==> src/rtl/lsu_mem_master.sv <==
// Load/store initiator for a word-wide RAM with combinational read and synchronous write.
// Sub-word stores become read-modify-write; illegal accesses are rejected before touching memory.
module lsu_mem_master #(
    parameter int MEM_WORDS = 64
) (
    input  logic        clk,
    input  logic        reset_n,
    input  logic        req_valid,
    output logic        req_ready,
    input  logic        req_we,
    input  logic [2:0]  req_funct3,
    input  logic [31:0] req_addr,
    input  logic [31:0] req_wdata,
    output logic        resp_valid,
    output logic [31:0] resp_rdata,
    output logic        resp_err,
    output logic        mem_wr_en,
    output logic [31:0] mem_addr,
    output logic [31:0] mem_wdata,
    input  logic [31:0] mem_rdata
);

    typedef enum logic [2:0] {IDLE, CHECK, LOAD, RMW, WRITE, RESP} state_t;

    state_t      state;
    logic        lat_we;
    logic [2:0]  lat_f3;
    logic [31:0] lat_addr;
    logic [31:0] lat_wdata;

    logic        access_err;
    logic [7:0]  ld_byte;
    logic [15:0] ld_half;
    logic [31:0] ld_ext;
    logic [31:0] merged;

    assign mem_addr = {lat_addr[31:2], 2'b00};

    always_comb begin
        access_err = 1'b0;
        case (lat_f3)
            3'b000:  access_err = 1'b0;
            3'b001:  access_err = lat_addr[0];
            3'b010:  access_err = |lat_addr[1:0];
            3'b100:  access_err = lat_we;
            3'b101:  access_err = lat_we | lat_addr[0];
            default: access_err = 1'b1;
        endcase
        if (lat_addr[31:2] >= 30'(MEM_WORDS))
            access_err = 1'b1;
    end

    // Little-endian lane pick, then sign/zero extension by funct3
    always_comb begin
        ld_byte = mem_rdata[{lat_addr[1:0], 3'b000} +: 8];
        ld_half = lat_addr[1] ? mem_rdata[31:16] : mem_rdata[15:0];
        case (lat_f3)
            3'b000:  ld_ext = {{24{ld_byte[7]}}, ld_byte};
            3'b001:  ld_ext = {{16{ld_half[15]}}, ld_half};
            3'b100:  ld_ext = {24'd0, ld_byte};
            3'b101:  ld_ext = {16'd0, ld_half};
            default: ld_ext = mem_rdata;
        endcase
    end

    always_comb begin
        merged = mem_rdata;
        if (lat_f3[0])
            merged[{lat_addr[1], 4'b0000} +: 16] = lat_wdata[15:0];
        else
            merged[{lat_addr[1:0], 3'b000} +: 8] = lat_wdata[7:0];
    end

    always_ff @(posedge clk or negedge reset_n) begin
        if (!reset_n) begin
            state      <= IDLE;
            req_ready  <= 1'b1;
            resp_valid <= 1'b0;
            resp_err   <= 1'b0;
            resp_rdata <= 32'd0;
            mem_wr_en  <= 1'b0;
            mem_wdata  <= 32'd0;
            lat_we     <= 1'b0;
            lat_f3     <= 3'd0;
            lat_addr   <= 32'd0;
            lat_wdata  <= 32'd0;
        end else begin
            resp_valid <= 1'b0;
            mem_wr_en  <= 1'b0;
            case (state)
                IDLE: if (req_valid) begin
                    lat_we    <= req_we;
                    lat_f3    <= req_funct3;
                    lat_addr  <= req_addr;
                    lat_wdata <= req_wdata;
                    req_ready <= 1'b0;
                    state     <= CHECK;
                end
                CHECK: begin
                    if (access_err) begin
                        resp_err   <= 1'b1;
                        resp_rdata <= 32'd0;
                        resp_valid <= 1'b1;
                        state      <= RESP;
                    end else if (!lat_we) begin
                        state <= LOAD;
                    end else if (lat_f3 == 3'b010) begin
                        mem_wr_en <= 1'b1;
                        mem_wdata <= lat_wdata;
                        state     <= WRITE;
                    end else begin
                        state <= RMW;
                    end
                end
                LOAD: begin
                    resp_rdata <= ld_ext;
                    resp_err   <= 1'b0;
                    resp_valid <= 1'b1;
                    state      <= RESP;
                end
                RMW: begin
                    mem_wr_en <= 1'b1;
                    mem_wdata <= merged;
                    state     <= WRITE;
                end
                WRITE: begin
                    resp_rdata <= 32'd0;
                    resp_err   <= 1'b0;
                    resp_valid <= 1'b1;
                    state      <= RESP;
                end
                RESP: begin
                    req_ready <= 1'b1;
                    state     <= IDLE;
                end
                default: state <= IDLE;
            endcase
        end
    end

endmodule

==> config.mk <==
export PLATFORM = sky130hd
export DESIGN_NAME = lsu_mem_master
export DESIGN_NICKNAME = d
export VERILOG_FILES = /design/src/rtl/lsu_mem_master.sv
export SDC_FILE = /design/constraint.sdc
export NUM_CORES = 1
export LEC_CHECK = 0
export ABC_AREA = 0
export CAP_MARGIN = 10
export CORE_UTILIZATION = 35
export CTS_CLUSTER_SIZE = 30
export DETAILED_ROUTE_END_ITERATION = 12
export HOLD_SLACK_MARGIN = 0.05
export MAX_ROUTING_LAYER = met4
export PLACE_DENSITY = 0.66
export SLEW_MARGIN = 10
export SYNTH_ARGS = -nofsm -noshare
export SYNTH_HDL_FRONTEND = slang
export SYNTH_SLANG_ARGS = --single-unit
export TNS_END_PERCENT = 100
==> constraint.sdc <==
create_clock -name clk -period 4.5 [get_ports clk]
set_clock_uncertainty 0.1 [all_clocks]
set_input_delay 0.9 -clock clk [delete_from_list [all_inputs] [get_ports clk]]
set_output_delay 0.9 -clock clk [all_outputs]
set_load 0.01 [all_outputs]
==> results_dict.tcl <==
set metrics [dict create \
    cts.repair.resized 0 \
    synthAdderAreaFrac_pct 0.695 \
    final_max_slew_viol_count 0 \
    cts_sinks 139 \
    synth_area_um2 7210 \
    hold_depth 1 \
    start_kind "register" \
    core_area_um2 20200 \
    period_minus_slack_ns 3.09 \
    top_layer "met4" \
    post_cts_buffers 0 \
    max_freq_mhz 323 \
    synth-simple-area-share_pct 8.58 \
    worst_path_largest_cell_delay_ns 0.69 \
    cp_cell_sequence "inv_1 -> ha_1 -> a21boi_0 -> or4b_4 -> o31a_2 -> mux2_1" \
    h-tree-depth 4 \
    critPathKind "register to register" \
    grt_pass1_wl_mm 33.0 \
    synth_seq_cells 139 \
    yosys.cell_types.count 47 \
    worst_slew_pin_slew_ns 1.01 \
    fin_setup_tns_ns 0 \
    async_flop_share_pct 100 \
    synthFlopType "dfrtp_1" \
    leakage_nw 4.07 \
    die_w_um 145 \
    worstHoldPathType "register to register" \
    netlist_instances 635 \
    drive_above_1_share_pct 15.7 \
    grt_pass1_vias 5719 \
    min_to "mem_wdata[8]$_DFFE_PN0P_" \
    powerDensity_nw_per_um2 559 \
    met1Wirelength_mm 8.95 \
    met3_length_mm 1.76 \
    hold_viol_final 0 \
    syn_area_per_cell_um2 11.3 \
    wirelength_mm 21.0 \
    r2r_setup_slack_ns 1.41 \
    muxShareOfSynthArea_pct 19.6 \
    worstPathRequired_ns 4.70 \
    grtUsageTotal_pct 21.3 \
    grt_max_degree 95 \
    slew_headroom_pct 32.9 \
    io_pins 203 \
    timing.final.crit_share_pct 68.7 \
    synth_edf_count 0 \
    status "finished clean" \
    grt_overflow 0 \
    viasPerCell 5.18 \
    maxCapViolCount 0 \
    cts_buffers 17 \
    final_antenna_net_count 0 \
    ff2ff_path_depth 6 \
    setup_viol 0 \
    arrival_ns 3.29 \
    routedWlPerCell_um 19.5 \
    initial_core_util_pct 35.6 \
    clkLatencyLatePin_ns 0.42 \
    finalPower_w 0.00547 \
    synth_xor_area_share_pct 0 \
    min-delay-start "mem_wdata[8]$_DFFE_PN0P_" \
    final_nets 897 \
    antenna_found_initial 1 \
    worstReg2RegStart "lat_addr[0]$_DFFE_PN0P_" \
    num_rows 52 \
    tritoncts "done" \
    port-buffer-count 200 \
    crit_path_end_kind "register" \
    synth_top_family_by_area "multiplexers" \
    peakVddDrop_uv 361 \
    seq_area_frac_synth_pct 48.3 \
    ctsLongestPathBuffers 2 \
    vias 5564 \
    area_growth_pct 35.8 \
    route.met2.wl_mm 10.1 \
    die_area_um2 21200 \
    rr_endpoint "mem_wdata[9]$_DFFE_PN0P_" \
    clk_pin_slew_ns 0.06 \
    gp_congestion 0.844 \
    hpwlAfterDp_mm 15.1 \
    drtIter0Drc 365 \
    die_y_um 145 \
    ys_warn_count 0 \
    slowest_stage "o31a_2" \
    rsz0062_at_grt "false" \
    hold_buffers 0 \
    dr.pass1.iters 5 \
    crit_path_max_fanout 33 \
    synth-compound-area-share_pct 15.7 \
    hold_ws_ns 0.390 \
    root_buffer "clkbuf_16" \
    drc_errors 0 \
]
==> Yosys cell counts (all sizes together), types with 2 or more instances <==
cell type / count / area share, %
a211oi: 22 / 2.3
a21o: 3 / 0.31
a21oi: 37 / 2.6
a221oi: 24 / 2.9
a22o: 32 / 3.9
a31oi: 2 / 0.17
and2: 8 / 0.69
buf: 43 / 4.5
clkbuf: 32 / 1.7
dfrtp: 138 / 48
ha: 4 / 0.69
inv: 18 / 0.94
mux2: 96 / 15
mux2i: 31 / 4.3
nand2: 22 / 1.1
nand2b: 28 / 2.4
nand3: 4 / 0.28
nor2: 22 / 1.1
nor2b: 13 / 1.1
nor3: 5 / 0.35
nor4: 6 / 0.61
o21ai: 7 / 0.49
o22ai: 9 / 0.78
o2bb2ai: 6 / 0.73
o31ai: 8 / 0.83
==> cell families (layout without fill, tap and decap cells) <==
logic type	after synthesis	in the layout
compound gates	156	156
fa+ha+maj	4	4
buf+inv	93	260
flops	139	139
mux	127	127
other cells	1	3
simple gates	115	115
==> sequential cells by signal, indices dropped and copies added (netlist names) <==
signal	flops
lat_addr	32
lat_wdata	32
mem_wdata	32
resp_rdata	32
lat_f3	3
state	3
lat_we	1
mem_wr_en	1
req_ready	1
resp_err	1
resp_valid	1
==> worst max path at each step <==
stage / start / endpoint / slack, ns / depth (start not counted)
floorplan: lat_addr[1]$_DFFE_PN0P_ / mem_wdata[23]$_DFFE_PN0P_ / 1.39 / 11
global placement: mem_rdata[31] / resp_rdata[19]$_DFFE_PN0P_ / 1.25 / 6
detailed placement: mem_rdata[31] / resp_rdata[19]$_DFFE_PN0P_ / 1.19 / 6
CTS: lat_addr[0]$_DFFE_PN0P_ / mem_wdata[21]$_DFFE_PN0P_ / 1.39 / 6
global route: lat_addr[0]$_DFFE_PN0P_ / mem_wdata[16]$_DFFE_PN0P_ / 1.23 / 6
finish: lat_addr[0]$_DFFE_PN0P_ / mem_wdata[9]$_DFFE_PN0P_ / 1.41 / 6
==> where the power goes <==
group          total, W  internal [W]  switching, W
Combinational   0.00212       0.00108       0.00103
Clock           0.00140      0.000874      0.000528
Sequential      0.00195       0.00159      0.000360
Total           0.00547       0.00355       0.00192
==> per-layer routing <==
| layer | vias up | track usage [%] |
|---|---|---|
| met5 | - | - |
| li1 | 2612 | - |
| met4 | 0 | 4.95 |
| met2 | 194 | 32.8 |
| met1 | 2746 | 26.5 |
| met3 | 12 | 7.74 |
==> layout make-up <==
cell class	instances	area (um2)
timing repair buffer	210	2090
clock inverter	6	85.1
fill	1866	10400
multi-input combinational	404	3220
antenna	1	2.50
inverter	18	67.6
clock buffer	26	499
sequential	139	3480
tap	270	338
==> worst max-delay path: cells and delay by family (launching register included) <==
kind,cells,cell delay (ns)
multiplexers,1,0.44
AND/OR/NAND/NOR,1,0.59
buffers and inverters,1,0.22
AO/OA/AOI/OAI,2,0.81
flip-flops,1,0.49
adder cells (fa/ha/maj),1,0.30
==> cells in the final DEF (no fill, tap or decap), drive strengths merged, types with 3 or more instances in the layout <==
| master | netlist | routed |
|---|---|---|
| clkdlybuf4s50 | 0 | 199 |
| dfrtp | 138 | 138 |
| mux2 | 96 | 96 |
| a21oi | 37 | 37 |
| a22o | 32 | 32 |
| mux2i | 31 | 31 |
| nand2b | 28 | 28 |
| clkbuf | 32 | 26 |
| a221oi | 24 | 24 |
| nand2 | 22 | 22 |
| nor2 | 22 | 22 |
| a211oi | 22 | 22 |
| inv | 18 | 18 |
| nor2b | 13 | 13 |
| buf | 43 | 11 |
| o22ai | 9 | 9 |
| and2 | 8 | 8 |
| o31ai | 8 | 8 |
| o21ai | 7 | 7 |
| o2bb2ai | 6 | 6 |
| nor4 | 6 | 6 |
| nor3 | 5 | 5 |
| nand3 | 4 | 4 |
| ha | 4 | 4 |
| a21o | 3 | 3 |
==> metrics by stage <==
stage	util, %	area [um2]	setup WS, ns	std cells
floorplan	-	7210	1.39	636
global placement	45.5	9200	1.25	1041
detailed placement	45.5	9200	1.19	1041
CTS	48.4	9790	1.39	1073
global route	48.4	9790	1.23	1074
finish	48.4	9790	1.41	1074
Power figures use the tool's default switching activity.
